[src/rtl/rom_arbiter_pkg.sv]
// Shared types and constants for the two-requester ROM arbiter.
package rom_arbiter_pkg;

    // Number of requesters sharing the ROM port.
    localparam int unsigned NREQ = 2;

    // Transaction sequencing: accept, let the ROM sample, return response.
    typedef enum logic [1:0] {
        IDLE  = 2'd0,
        ISSUE = 2'd1,
        RESP  = 2'd2
    } state_e;

    // Index of the set bit in a two-requester one-hot vector.
    function automatic logic onehot_to_idx(input logic [NREQ-1:0] oh);
        return oh[1];
    endfunction

endpackage

[src/rtl/rom_arbiter_rr_picker.sv]
// Round-robin choice between two requesters.
module rr_picker
    import rom_arbiter_pkg::*;
(
    input  logic [NREQ-1:0] i_req,
    input  logic            i_last,
    output logic [NREQ-1:0] o_pick
);

    // On contention the requester not served last wins; otherwise pass the lone request through.
    always_comb begin
        o_pick = '0;
        if (i_req[0] && i_req[1]) begin
            o_pick = i_last ? 2'b01 : 2'b10;
        end else begin
            o_pick = i_req;
        end
    end

endmodule

[src/rtl/rom_arbiter.sv]
// Two-requester round-robin arbiter in front of a single-port genrom.
// One transaction every three cycles: grant, ROM sample, response.
module rom_arbiter
    import rom_arbiter_pkg::*;
#(
    parameter  int unsigned MEM_ADDR  = 4,
    parameter  int unsigned MEM_EXTRA = 4,
    localparam int unsigned DW        = (2 ** MEM_EXTRA) * 8
) (
    input  logic                 clk,
    input  logic                 reset,
    input  logic [NREQ-1:0]      req,
    input  logic [MEM_ADDR:0]    req_addr0,
    input  logic [MEM_ADDR:0]    req_addr1,
    input  logic [MEM_EXTRA-1:0] req_extra0,
    input  logic [MEM_EXTRA-1:0] req_extra1,
    input  logic [MEM_ADDR:0]    req_lb0,
    input  logic [MEM_ADDR:0]    req_ub0,
    input  logic [MEM_ADDR:0]    req_lb1,
    input  logic [MEM_ADDR:0]    req_ub1,
    output logic [NREQ-1:0]      gnt,
    output logic [NREQ-1:0]      rsp_valid,
    output logic [DW-1:0]        rsp_data,
    output logic                 rsp_error,
    output logic [MEM_ADDR:0]    mem_addr,
    output logic [MEM_EXTRA-1:0] mem_extra,
    output logic [MEM_ADDR:0]    mem_lower_bound,
    output logic [MEM_ADDR:0]    mem_upper_bound,
    input  logic [DW-1:0]        mem_data,
    input  logic                 mem_error
);

    state_e                 r_state;
    state_e                 w_state_d;
    logic                   r_last;
    logic [NREQ-1:0]        r_owner;
    logic [MEM_ADDR:0]      r_mem_addr;
    logic [MEM_EXTRA-1:0]   r_mem_extra;
    logic [MEM_ADDR:0]      r_mem_lb;
    logic [MEM_ADDR:0]      r_mem_ub;
    logic [NREQ-1:0]        w_pick;
    logic                   w_sel;

    rr_picker u_picker (
        .i_req  (req),
        .i_last (r_last),
        .o_pick (w_pick)
    );

    assign w_sel           = onehot_to_idx(gnt);
    assign mem_addr        = r_mem_addr;
    assign mem_extra       = r_mem_extra;
    assign mem_lower_bound = r_mem_lb;
    assign mem_upper_bound = r_mem_ub;

    // Next state and combinational outputs; everything is held quiet while reset is low.
    always_comb begin
        w_state_d = r_state;
        gnt       = '0;
        rsp_valid = '0;
        rsp_data  = '0;
        rsp_error = 1'b0;
        if (reset) begin
            unique case (r_state)
                IDLE: begin
                    if (|req) begin
                        gnt       = w_pick;
                        w_state_d = ISSUE;
                    end
                end
                ISSUE: begin
                    w_state_d = RESP;
                end
                RESP: begin
                    rsp_valid = r_owner;
                    rsp_error = mem_error;
                    // An erroring fetch never leaks ROM contents.
                    rsp_data  = mem_error ? '0 : mem_data;
                    w_state_d = IDLE;
                end
                default: begin
                    w_state_d = IDLE;
                end
            endcase
        end
    end

    // State, round-robin pointer, owner and the registered ROM request.
    always_ff @(posedge clk) begin
        if (!reset) begin
            r_state     <= IDLE;
            r_last      <= 1'b1;
            r_owner     <= '0;
            r_mem_addr  <= '0;
            r_mem_extra <= '0;
            r_mem_lb    <= '0;
            r_mem_ub    <= '0;
        end else begin
            r_state <= w_state_d;
            if (|gnt) begin
                r_last      <= w_sel;
                r_owner     <= gnt;
                r_mem_addr  <= w_sel ? req_addr1  : req_addr0;
                r_mem_extra <= w_sel ? req_extra1 : req_extra0;
                r_mem_lb    <= w_sel ? req_lb1    : req_lb0;
                r_mem_ub    <= w_sel ? req_ub1    : req_ub0;
            end
        end
    end

endmodule
[config.mk]
export PLATFORM = sky130hd
export DESIGN_NAME = rom_arbiter
export DESIGN_NICKNAME = d
export VERILOG_FILES = /design/src/rtl/rom_arbiter_pkg.sv /design/src/rtl/rom_arbiter_rr_picker.sv /design/src/rtl/rom_arbiter.sv
export SDC_FILE = /design/constraint.sdc
export NUM_CORES = 1
export LEC_CHECK = 0
export BUFFER_PORTS_ARGS = -buffer_cell sky130_fd_sc_hd__buf_2
export CAP_MARGIN = 25
export CORE_AREA = 2 2 127 129
export DETAILED_ROUTE_END_ITERATION = 12
export DIE_AREA = 0 0 129 131
export PLACE_DENSITY_LB_ADDON = 0.25
export SLEW_MARGIN = 15
export SYNTH_ARGS = -nofsm -noshare
export SYNTH_HDL_FRONTEND = slang
export SYNTH_SLANG_ARGS = --single-unit
export TNS_END_PERCENT = 10
[constraint.sdc]
create_clock -name clk -period 1.3 [get_ports clk]
set_clock_uncertainty 0.1 [all_clocks]
set_input_delay 0.065 -clock clk [delete_from_list [all_inputs] [get_ports clk]]
set_output_delay 0.065 -clock clk [all_outputs]
set_load 0.005 [all_outputs]
# Word level (Yosys, flattened, before mapping)
# Cells that the tools add are included.
[totals] ff_bits=24 in_bits=171 wordCells=32
[classes] n_eq_ne=3 mux=18 n_reduce_logical=4
[op_table] op="128-bit two-way mux" n=3
[op_table] op="2-bit two-way mux" n=8
[op_table] op="5-bit two-way mux" n=3
[op_table] op="4-bit two-way mux" n=1
[op_table] op="2-bit case mux with 2 select lines" n=1
[op_table] op="2-bit OR reduction" n=2
[op_table] op="2-bit by 1-bit equality test with 1-bit output (second input constant)" n=1
[op_table] op="2-bit equality test (second input constant)" n=1
[op_table] op="2-bit zero test" n=1
[op_table] op="1-bit two-way mux" n=2
[op_table] op="2-bit != test (second input constant)" n=1
[op_table] op="1-bit logical AND" n=1

# Longest topological paths before layout
# Gate-level depths: netlist of the first run.
[logic_depth] word_depth=6 mapped_depth=6 mapped_depth_nobuf=3

# Cells and area by module
# Synthesis of the first run repeated with hierarchy kept, for this count alone.
[hier_totals] hier_cells=262 hier_area_um2=2060.7
[modules_own_cells] module="rom_arbiter" n_inst=1 cells_per_inst=259 area_per_inst_um2=2042.0 seq_area_each_um2=480.5
[modules_own_cells] module="rr_picker" n_inst=1 cells_per_inst=3 area_per_inst_um2=18.8 seq_area_each_um2=0.0

# Worst setup path before layout of the first run
# Ideal clock, no wire load.
[synth_timing] path_kind="register to register" from="register r_state[1]" to="register r_last" t_arrival_ps=1193 required_time_ps=1072 slack_ps=-121 stages_incl_launch_ff=5 path_buffers=1 period_less_slack_ps=1421 path_cell_list="dfxtp_1 or3b_1 buf_6 a211oi_4 o211ai_1"
[synth_between] elab_chain_len=4
[synth_rtl] element="from (decl)" line_no="rom_arbiter.sv:33" source="state_e r_state;"
[synth_rtl] element="from (signal assigned)" line_no="rom_arbiter.sv:99" source="r_state <= w_state_d;"
[synth_rtl] element="2-bit zero test" line_no="rom_arbiter.sv:64" source="unique case (r_state)"
[synth_rtl] element="2-bit two-way mux" line_no="rom_arbiter.sv:64"
[synth_rtl] element="2-bit two-way mux" line_no="rom_arbiter.sv:63" source="if (reset) begin"
[synth_rtl] element="net gnt[0]" line_no="rom_arbiter.sv:21" source="output logic [NREQ-1:0] gnt,"
[synth_rtl] element="2-bit OR reduction" line_no="rom_arbiter.sv:100" source="if (|gnt) begin"
[synth_rtl] element="to (signal assigned)" line_no="rom_arbiter.sv:101" source="r_last <= w_sel;"
[synth_rtl] element="to (decl)" line_no="rom_arbiter.sv:35" source="logic r_last;"
# The timed path passes the listed nets, and every way through them passes these cells.
# A chain may end at the register's enable or synchronous reset.

# Worst setup path after layout of the first run
[layout_timing] from="register r_state[1]" to="output port rsp_data[80]"
[layout_between] elab_chain_len=3
[layout_rtl] element="2-bit equality test" line_no="rom_arbiter.sv:64"
[layout_rtl] element="128-bit two-way mux" line_no="rom_arbiter.sv:64"
[layout_rtl] element="128-bit two-way mux" line_no="rom_arbiter.sv:63"
[layout_rtl] element="to (decl)" line_no="rom_arbiter.sv:23" source="output logic [DW-1:0] rsp_data,"
# No other way between the ends.

==> impl_metrics.yaml, run 1 <==
power_and_ir_drop:
  total_power_mw: 2.435
  combPwrFrac: 0.365
  clock_power_share: 0.288
  p_leak_nw: 2.617
  p_sw_uw: 717.9
  seqPwrFrac: 0.347
  powerDensity_nw_per_um2: 522.2
  cellInternalPower_mw: 1.717
  max-vdd-ir-drop_uv: 462.1
  p_sw_frac: 0.2949
timing:
  grt_setup_unrepaired: "true"
  setup_viol: 154
  post-route-period-util: 1.350
  max-slew-margin-rel: 0.7747
  setup_ws_ns: -0.4545
  min_period_ns: 1.755
  tns_ns: -57.15
  drv_slew: 0
  fmax_mhz: 570.0
  hold_viol_final: 0
  worstMarginPinSlew_ns: 0.3379
floorplan:
  num_rows: 46
  fp.dieH_um: 131
  pin_count: 323
  dieWidth_um: 129
  start_util: 0.1324
  dieArea_sq_um: 16900
  coreArea_sq_um: 15600
detailed_routing:
  routed-via-count: 3348
  drc: 0
  first_pass_iters: 4
  finalWirelength_um: 13600
  wl_per_cell_um: 15.93
  drt_iter0_markers: 118
  via_per_inst: 3.920
  antenna_left: 0
grt:
  grt_max_degree: 45
  antenna_found_initial: 0
  grt_pass1_wl_um: 18160
  gr-usage-all-layers: 0.1408
  grt_pass1_vias: 2981
  grt_overflow_total: 0
place:
  io_buffer_count: 322
  place_area_sq_um: 4043
  dp.cells: 814
  gp_congestion: 0.8440
  dp_hpwl_um: 10990
worst_setup_path:
  timing.rr.start: "r_state[0]"
  arrival_ns: 1.59
  critPathBufInv: 4
  worst-path-max-fanout: 27
  cpPeakStageDelay_ns: 0.34
  startpoint: "r_state[1]"
  worst_path_max_delay_cell: "dfxtp_2"
  cp-end-kind: "output port"
  critPathTopFamily: "buffers and inverters"
  path_cells: "buf_6, nor4b_4, buf_6, buf_12, and2_1, buf_2"
  worstSetupPathType: "flip-flop to output port"
  cp-start-kind: "flip-flop"
  crit_top_cell: "buf_6"
  crit_required_ns: 1.13
clocking:
  cts_buffer_depth: 2
  clkSinkCount: 24
  clk_pin_slew_ns: 0.07
  cts_made_buffers: 3
  insertion_delay_ns: 0.26
  cts-htree-levels: 1
  cts_tree: "done"
  cts_root_buf: "clkbuf_16"
yosys:
  synth_flop_cell: "dfxtp_1"
  seq_area_frac_synth: 0.2326
  synthTopCellsByArea: "and2_1 (39%), dfxtp_1 (23%), a311oi_1 (8.1%)"
  synth_top_area_cell: "and2_1"
  synth_most_common_cell: "and2_1"
  ys_top_cells_by_count: "and2_1 (129), dfxtp_1 (24), buf_2 (21)"
  synth_warnings: 0
  postSynthRegisterBits: 24
  syn-num-nets: 451
  syn_inst: 280
  async_reset_ff_frac: 0
  synth_top_cell_area_share: 0.3907
  avgSynthCellArea_sq_um: 7.378
  synth_edf_count: 0
  synth_area_sq_um: 2066
  synth_cell_type_count: 26
run_status:
  outcome: "complete, but fails checks"
  violations: "setup timing"
cells_and_area:
  diodes: 0
  final_cell_area_sq_um: 4662
  layout-drive-gt1-share: 0.5909
  fin_nets: 811
  finalNonFillerCells: 854
  area_growth_syn_to_layout_pct: 125.7
run:
  cap_violations: 0
min_path:
  hp-class: "input port to flip-flop"
  hp-start: "req_ub0[0]"
[state kept, by name (all words and copies together) (netlist names)]
name and count:
mem_addr 5, mem_extra 4, mem_lower_bound 5, mem_upper_bound 5, r_last 1, r_owner 2, r_state 2
[per-layer routing]
layer	part of all wire	global-route usage	vias to the layer above	wire length, um
met5	0	0	-	0
met4	0.0035	0.01023	0	47
met3	0.092	0.05008	4	1251
met2	0.45	0.2247	169	6090
met1	0.46	0.1914	1517	6214
li1	-	-	1658	-
[power groups by stage]
stage	clock, mW	sequential [mW]	combinational (mW)
CTS	0.704	0.844	0.875
global placement	0	0.859	0.786
floorplan	0	0.864	0.290
global route	0.737	0.852	0.977
detailed placement	0	0.859	0.777
finish	0.702	0.844	0.889
[what timing repair did]
action | 4_1_cts | 5_1_grt
pin swaps | 1 | 11
setup buffers | 0 | 1
hold buffers | 35 | 0
gates resized for setup | 17 | 26
setup endpoints to repair | 155 | 155
gates cloned | 0 | 1
endpoints found under the hold margin | 20 | 0
[logic make-up after synthesis]
group           after synthesis  share of synthesized area
simple gates                159                     0.4809
compound gates               63                     0.2011
buf+inv                      34                    0.08540
flops                        24                     0.2326
[worst paths after layout]
| check | slack, ns | depth (start not counted) | end |
|---|---|---|---|
| setup reg to reg | -0.31 | 4 | mem_extra[1] |
| setup / recovery | -0.45 | 6 | rsp_data[80] |
| hold reg to reg | 0.37 | 2 | r_state[1] |
| hold / removal | 0.002 | 3 | mem_upper_bound[0] |
[layout by cell type (no fill, tap or decap), types with 4 or more instances in the layout]
cell / n
and2_4: 14
clkbuf_16: 4
dlygate4sd3_1: 35
nand3_1: 19
buf_12: 4
a21oi_1: 19
buf_2: 307
a311oi_1: 19
o21ai_0: 19
buf_6: 20
and2_1: 115
dfxtp_1: 22
buf_4: 18
[worst min-delay path: cells and delay by family]
family / cells / cell delay, ns
compound gates: 2 / 0.15
buf+inv: 1 / 0.10
[layout make-up]
type | instances | area (sq um)
well taps | 216 | 270.3
clock buffers | 3 | 75.07
repair buffers | 385 | 2352
fillers | 1732 | 10940
multi-input cells | 222 | 1466
flip-flops and latches | 24 | 483.0
inverters | 4 | 15.01
[stage by stage]
stage,worst slack (ns),util,hold WS [ns]
final,-0.4545,0.2989,0.001880
after floorplan,-0.09939,-,0.07938
after global routing,-0.5555,0.2989,0.008477
after global placement,-0.2597,0.2592,0.2518
after detailed placement,-0.2934,0.2592,0.2501
after CTS,-0.4941,0.2901,0.001219
(Power assumes the default switching activity.)
==> inputs of run 2 (changes only) <==
--- a/config.mk
+++ b/config.mk
@@ -7,12 +7,14 @@
 export LEC_CHECK = 0
 export BUFFER_PORTS_ARGS = -buffer_cell sky130_fd_sc_hd__buf_2
 export CAP_MARGIN = 25
-export CORE_AREA = 2 2 127 129
+export CORE_AREA = 3 3 124 126
 export DETAILED_ROUTE_END_ITERATION = 12
-export DIE_AREA = 0 0 129 131
+export DIE_AREA = 0 0 127 129
 export PLACE_DENSITY_LB_ADDON = 0.25
+export SETUP_SLACK_MARGIN = 0.1
 export SLEW_MARGIN = 15
 export SYNTH_ARGS = -nofsm -noshare
 export SYNTH_HDL_FRONTEND = slang
+export SYNTH_HIERARCHICAL = 1
 export SYNTH_SLANG_ARGS = --single-unit
 export TNS_END_PERCENT = 10
==> run 2 against run 1 <==
The flow still finishes with violations (setup timing); non-clock buffer count decreased by 18; sequential share of layout area grew 0.72 points; worst hold slack gained 0.10 ns; critical endpoint is now rsp_data[117]; highest routed layer is now met5; via count is 3.0% lower; sequential cell count stayed put; wire length shrank 5.5%; sequential power shrank 1%; critical path type unchanged; count of clock-buffer cells in the layout grew 1; setup slack better by 0.14 ns.
==> impl_metrics.yaml, run 2 <==
clocking:
  cts_tree: "done"
  cts-htree-levels: 1
  clkSinkCount: 24
  insertion_delay_ns: 0.25
  cts_made_buffers: 3
  clk_pin_slew_ns: 0.07
  cts_buffer_depth: 2
  cts_root_buf: "clkbuf_16"
worst_setup_path:
  arrival_ns: 1.45
  cp-start-kind: "flip-flop"
  critPathBufInv: 3
  worstSetupPathType: "flip-flop to output port"
  path_cells: "nor3_4, buf_12, buf_12, and2_1, buf_2"
  critPathTopFamily: "buffers and inverters"
  cpPeakStageDelay_ns: 0.36
  worst_path_max_delay_cell: "dfxtp_4"
  worst-path-max-fanout: 35
  cp-end-kind: "output port"
  crit_top_cell: "buf_12"
  crit_required_ns: 1.13
cells_and_area:
  final_util: 0.3045
  diodes: 0
  fin_nets: 779
  fillCellCount: 1573
  mostFrequentLayoutCells: "buf_2 (320), and2_1 (127), inv_1 (21), dfxtp_1 (21)"
  area_growth_syn_to_layout_pct: 113.1
  layout_commonest_cell: "buf_2"
  layout-drive-gt1-share: 0.6063
detailed_routing:
  via_per_inst: 4.105
  wl_met2_um: 6486
  finalWirelength_um: 12850
  wl_per_cell_um: 16.25
  first_pass_iters: 4
  topRoutingLayerUsed: "met5"
  wl_met3_um: 1100
  drt_iter0_markers: 93
  wl_met1_um: 5170
  drc: 0
  antenna_left: 0
  routed-via-count: 3247
place:
  gp_congestion: 0.9471
  dp_hpwl_um: 10730
  io_buffer_count: 322
yosys:
  synth_area_sq_um: 2061
  avgSynthCellArea_sq_um: 7.865
  synth_cell_type_count: 24
  synthTopCellsByArea: "and2_1 (39%), dfxtp_1 (23%), o221a_1 (10%)"
  synth_top_area_cell: "and2_1"
  synth_most_common_cell: "and2_1"
  seq_area_frac_synth: 0.2332
  postSynthRegisterBits: 24
  syn_inst: 262
  ys_top_cells_by_count: "and2_1 (129), dfxtp_1 (24), inv_1 (22)"
  synth_warnings: 6
  synth_flop_cell: "dfxtp_1"
  synth_edf_count: 0
  synth_top_cell_area_share: 0.3916
  async_reset_ff_frac: 0
  syn-num-nets: 433
timing:
  hold_viol_final: 0
  worstMarginPinSlew_ns: 0.4046
  min_period_ns: 1.617
  grt_setup_unrepaired: "true"
  max-slew-margin-rel: 0.7299
  setup_ws_ns: -0.3170
  fmax_mhz: 618.4
  setup_viol: 149
  drv_slew: 0
  tns_ns: -36.57
  post-route-period-util: 1.244
floorplan:
  coreArea_sq_um: 14420
  fp.dieH_um: 129
  num_rows: 44
  pin_count: 323
  start_util: 0.1429
  dieWidth_um: 127
  dieArea_sq_um: 16380
grt:
  grt_max_degree: 36
  grt_pass1_wl_um: 18380
  grt_overflow_total: 0
  antenna_found_initial: 4
  grt_pass1_vias: 3106
  gr-usage-all-layers: 0.1403
run_status:
  violations: "setup timing"
  outcome: "complete, but fails checks"
min_path:
  hp-class: "input port to flip-flop"
power_and_ir_drop:
  p_leak_nw: 2.649
  max-vdd-ir-drop_uv: 433.1
  powerDensity_nw_per_um2: 540.4
run:
  cap_violations: 0
-- run 2: area by class of cell --
cell class | count | area [sq um] | share of cell area
inverters | 23 | 86.33 | 0.01966
well taps | 184 | 230.2 | 0.05242
repair buffers | 367 | 2093 | 0.4766
flip-flops and latches | 24 | 486.7 | 0.1108
clock buffers | 4 | 88.84 | 0.02023
multi-input cells | 189 | 1406 | 0.3202
-- run 2: final timing paths --
| check | slack [ns] | start | depth (start not counted) | to |
|---|---|---|---|---|
| setup / recovery | -0.32 | r_state[0] | 5 | rsp_data[117] |
| hold / removal | 0.10 | req_ub1[2] | 4 | mem_upper_bound[2] |
| setup reg to reg | -0.09 | r_state[1] | 5 | mem_lower_bound[4] |
| hold reg to reg | 0.40 | r_last | 1 | r_last |
-- run 2: cells by family after synthesis --
group / Yosys count / share of synthesized area
buffers and inverters: 49 / 0.1105
and+or+nand+nor: 143 / 0.4414
AOI/OAI and AO/OA: 46 / 0.2149
DFF: 24 / 0.2332
-- run 2: worst min-delay path, delay by kind of cell --
family,cells,cell delay [ns]
AOI/OAI and AO/OA,2,0.21
buffers and inverters,2,0.14
-- run 2: per-stage QoR --
step	cells	hold slack [ns]	cell area (sq um)	total power [mW]	worst slack (ns)
5_1_grt	791	0.1347	4392	2.520	-0.4283
4_1_cts	788	0.09297	4327	2.401	-0.3366
2_1_floorplan	262	0.08253	2086	1.127	-0.03535
3_5_place_dp	765	0.2450	4018	1.590	-0.1070
3_3_place_gp	765	0.2389	4018	1.587	-0.09568
6_report	791	0.1037	4392	2.373	-0.3170
-- run 2: power by group --
| group | internal, mW | total [mW] | switching, mW |
|---|---|---|---|
| Clock | 0.471 | 0.742 | 0.271 |
| Sequential | 0.797 | 0.835 | 0.0371 |
| Combinational | 0.455 | 0.797 | 0.342 |
| Total | 1.72 | 2.37 | 0.651 |
-- run 2: what timing repair did --
item	in CTS	in global routing
cloned	0	1
buffers inserted	0	2
hold endpoints to repair	19	0
pin swaps	8	1
endpoints found under the setup margin	155	155
hold buffers	19	0
resized for setup	8	6
-- run 2: metal layers --
layer / track usage / up-vias
met5: 0 / -
met4: 0.01956 / 4
met3: 0.03487 / 8
met2: 0.2512 / 154
met1: 0.1745 / 1512
li1: - / 1569
